--- src/rtl/rx_strobe_scheduler.sv ---
// rx_strobe_scheduler: clock-enable strobes for the receive chain with one-sample symbol-timing adjust.
// Optional build macro RX_SCHED_STATUS_EN keeps live sym_phase/sym_count status; otherwise they read 0.
module rx_strobe_scheduler #(
  parameter int ACC_SYMS  = 64,
  parameter int SYM_CNT_W = 16
) (
  input  logic                 clk,
  input  logic                 reset,
  input  logic                 run,
  input  logic                 adj_req,
  input  logic                 adj_dir,
  output logic                 clk_int,
  output logic                 sam_clk,
  output logic                 sym_clk,
  output logic                 clear_accum,
  output logic                 adj_busy,
  output logic                 adj_done,
  output logic                 adj_err,
  output logic [1:0]           sym_phase,
  output logic [SYM_CNT_W-1:0] sym_count
);
  localparam int ACC_W = $clog2(ACC_SYMS);
  typedef enum logic [1:0] {IDLE, RUN, PEND} state_t;
  state_t state, state_nx;
  logic [1:0] b;
  logic [2:0] s, term;
  logic [ACC_W-1:0] acc;
  logic dir, active, accept, apply;
  assign active      = state != IDLE;
  assign clk_int     = active & b[0];
  assign sam_clk     = active & (b == 2'd3);
  assign sym_clk     = sam_clk & (s == term);
  assign clear_accum = sym_clk & (acc == ACC_W'(ACC_SYMS - 1));
  assign adj_busy    = state == PEND;
  assign accept      = (state == RUN) & run & adj_req;
  assign apply       = (state == PEND) & run & sym_clk;
  // next state: run low always idles, a request parks in PEND until the next boundary
  always_comb begin
    state_nx = !run ? IDLE : (state == IDLE) ? RUN : accept ? PEND : apply ? RUN : state;
  end
  // sequencing counters; idle keeps them cleared so the entry edge starts from zero
  always_ff @(posedge clk or negedge reset) begin
    if (!reset) begin
      state    <= IDLE;
      b        <= '0;
      s        <= '0;
      term     <= 3'd3;
      acc      <= '0;
      dir      <= 1'b0;
      adj_done <= 1'b0;
      adj_err  <= 1'b0;
    end else begin
      state    <= state_nx;
      adj_done <= apply;
      adj_err  <= adj_req & ~accept;
      if (accept) dir <= adj_dir;
      if (state == IDLE) begin
        b    <= '0;
        s    <= '0;
        term <= 3'd3;
        acc  <= '0;
      end else if (run) begin
        b <= b + 2'd1;
        if (sam_clk) s <= sym_clk ? 3'd0 : s + 3'd1;
        if (sym_clk) begin
          term <= apply ? (dir ? 3'd2 : 3'd4) : 3'd3;
          acc  <= (acc == ACC_W'(ACC_SYMS - 1)) ? '0 : acc + ACC_W'(1);
        end
      end
    end
  end
`ifdef RX_SCHED_STATUS_EN
  logic [1:0] phase;
  logic [SYM_CNT_W-1:0] cnt;
  // status: symbol count restarts on each run, phase offset survives run cycles
  always_ff @(posedge clk or negedge reset) begin
    if (!reset) begin
      phase <= '0;
      cnt   <= '0;
    end else begin
      if (state == IDLE && run) cnt <= '0;
      else if (sym_clk && run) cnt <= cnt + 1'b1;
      if (apply) phase <= dir ? phase + 2'd1 : phase - 2'd1;
    end
  end
  assign sym_phase = phase;
  assign sym_count = cnt;
`else
  assign sym_phase = '0;
  assign sym_count = '0;
`endif
endmodule

--- config.mk ---
export PLATFORM = sky130hd
export DESIGN_NAME = rx_strobe_scheduler
export DESIGN_NICKNAME = d
export VERILOG_FILES = /design/src/rtl/rx_strobe_scheduler.sv
export SDC_FILE = /design/constraint.sdc
export NUM_CORES = 1
export LEC_CHECK = 0
export CORE_MARGIN = 4
export CORE_UTILIZATION = 50
export DETAILED_ROUTE_END_ITERATION = 6
export PLACE_DENSITY = 0.84
export SETUP_SLACK_MARGIN = 0.2
export SLEW_MARGIN = 25
export SYNTH_ARGS = -nofsm -noshare
export SYNTH_HDL_FRONTEND = slang
export SYNTH_SLANG_ARGS = --single-unit
--- constraint.sdc ---
create_clock -name clk -period 3.9 [get_ports clk]
set_input_delay 0.78 -clock clk [delete_from_list [all_inputs] [get_ports clk]]
set_output_delay 0.78 -clock clk [all_outputs]
set_load 0.01 [all_outputs]
==> flow_metrics.tcl <==
set metrics [dict create \
    holdPathStages 1 \
    grt_pass1_vias 778 \
    final_cell_area_um2 1200 \
    max_slew_margin_pct 44.7 \
    num_io_pins 30 \
    synth_top_area_share_pct 38.3 \
    fmax_mhz 340 \
    critical_path_class "flip-flop to primary output" \
    r2r_start "term[1]" \
    die_h_um 55.1 \
    hold_viol 0 \
    cts_resized 0 \
    synth_cells 121 \
    fin_nets 142 \
    clock-sinks 19 \
    drive_above_1_share_pct 6.02 \
    antennaDiodeCount 0 \
    syn_area_um2 1110 \
    synth.most_common_cell "buf_4" \
    total_power_uw 371 \
    synth_area_leaders "dfrtp_1, buf_4, dfstp_2, a21oi_1, nand2_1" \
    die_area_um2 3040 \
    use_met3_pct 2.68 \
    end_kind "primary output" \
    grt_max_degree 20 \
    fin_skew_ps 1.29 \
    worst_slew_pin_slew_ps 827 \
    synth_seq_cells 19 \
    drtIter0Drc 18 \
    area_delta_synth_final_pct 8.33 \
    crit_fanout 5 \
    grt_antenna_before_repair 0 \
    report.final.slew_viol_count 0 \
    core_um2 2040 \
    critPathLaunchType "flip-flop" \
    die_w_um 55.1 \
    yosys.cell_types.count 34 \
    cts_tree "done" \
    max-cap-violations 0 \
    track_usage_pct 15.9 \
    initial_utilization_pct 54.4 \
    async_reset_ff_share_pct 100 \
    first_pass_iters 4 \
    r2r-end "acc[4]" \
    crit_start "term[1]" \
    tns_ps 0 \
    setup_viol 0 \
    grt.met2_usage_pct 27.2 \
    yosysSeqAreaShare_pct 43.0 \
    cp.required_ps 3120 \
    row_count 16 \
    wl_per_cell_um 13.2 \
    hpwl_um 1600 \
    fillers 194 \
    yosysWarnings 0 \
    remaining_drc_errors 0 \
    crit_arrival_ps 2160 \
    grt_pass1_wl_um 3370 \
    status "complete, no violations" \
    port_buffers 11 \
    slowest_stage "clkdlybuf4s50_1" \
    hold_path_class "flip-flop to flip-flop" \
    hold_end "term[2]" \
    cts_buffers 3 \
    grt-ovfl-total 0 \
    drt_wl_total_um 2110 \
    path_clk_slew_ps 100 \
    synth_top_flop_cell "dfrtp_1" \
    rsz0062_at_grt "no" \
    cp_cell_sequence "xor2_1 > or3_1 > nor3_1 > clkdlybuf4s50_1" \
    reg2reg_slack_ps 1840 \
    clk_path_buf_depth 2 \
    fin_crit_sh_pct 75.4 \
    p_leak_uw 0.000529 \
    insertion_delay_ps 290 \
    syn-mean-instance-area_um2 9.18 \
    min-delay-start "dir" \
    placed_cell_area_um2 1180 \
    min_period_ps 2940 \
    viasPerCell 5.26 \
    gp_congestion 0.778 \
    use_met1_pct 19.5 \
    via_count 842 \
    ant_nets 0 \
    h-tree-depth 1 \
    top_usage_layer "met2" \
    yosys.area.top_type "dfrtp_1" \
    root_buffer "clkbuf_4" \
    post_cts_buffers 0 \
    hold_buffers 0 \
    crit_path_max_incr_delay_ps 560 \
    p_per_area_nw_per_um2 308 \
    netlist_top_cells_count "buf_4, dfrtp_1, nand2_1" \
    synth_edf_count 0 \
    vdd_drop_max_mv 0.227 \
    reg2reg_depth 4 \
]
-- stage by stage --
step	hold WS, ps	std cells	worst slack [ps]	util [%]
final	514	160	960	58.9
after global routing	547	160	892	58.9
after CTS	516	160	956	58.9
after detailed placement	502	156	1080	57.7
after global placement	491	156	1140	57.7
after floorplan	448	138	1710	-
-- final cells by class --
cell class	count	area (um2)	share of cell area, %
Sequential cell	19	478	39.7
Tap cell	27	33.8	2.81
Inverter	4	15.0	1.25
Timing Repair Buffer	12	118	9.77
Multi-Input combinational cell	94	533	44.3
Clock buffer	4	26.3	2.18
-- layout by cell type (no fill, tap or decap), types with 2 or more instances in the layout --
cell type        Yosys  routed
conb_1               1      18
dfrtp_1             17      17
nand2_1             12      12
clkdlybuf4s50_1      0      11
a21oi_1             10      10
nor2_1               6       6
o21ai_0              5       5
nand3_1              5       5
inv_1                4       4
or3_1                4       4
xor2_1               3       3
nor2b_1              3       3
nor3_1               3       3
or4_1                3       3
ha_1                 3       3
clkbuf_4             0       3
and3_1               2       2
o21ai_1              2       2
nand3b_1             2       2
dfstp_2              2       2
-- worst max path at each step --
stage | end | slack, ps
after detailed placement | acc[4] | 1080
after floorplan | acc[3] | 1710
after CTS | clear_accum | 960
after global placement | acc[3] | 1140
final | clear_accum | 960
after global routing | clear_accum | 890
-- power by group --
part / total, uW / switching [uW] / leakage, uW / internal, uW
Combinational: 54.9 / 32.2 / 0.000263 / 22.7
Clock: 99.1 / 59.3 / 0.0000150 / 39.8
Sequential: 217 / 10.1 / 0.000251 / 207
-- flip-flops by register name, indices dropped and copies added, names as in the netlist --
register	count
b	2
term	3
dir	1
adj_err	1
s	3
acc	6
state	2
adj_done	1
-- cell families (layout without fill, tap and decap cells) --
family	Yosys count	after routing	synth area share, %
multiplexers	2	2	1.91
flip-flops	19	19	43.0
XOR/XNOR	4	4	3.15
adder cells (fa/ha/maj)	3	3	3.38
AO/OA/AOI/OAI	22	22	11.6
AND/OR/NAND/NOR	45	45	21.8
other	1	18	0.338
buffers and inverters	25	20	14.8
-- layer usage --
layer,vias up,wire length (um)
met3,5,113
li1,406,-
met2,27,1050
met1,404,903
met4,0,38
met5,-,0
-- worst max-delay path: cells and delay by family (launching register included) --
| kind | cells | cell delay, ps |
|---|---|---|
| buffers and inverters | 1 | 560 |
| AND/OR/NAND/NOR | 2 | 630 |
| flip-flops | 1 | 550 |
| XOR/XNOR | 1 | 130 |
Power figures use the tool's default switching activity.
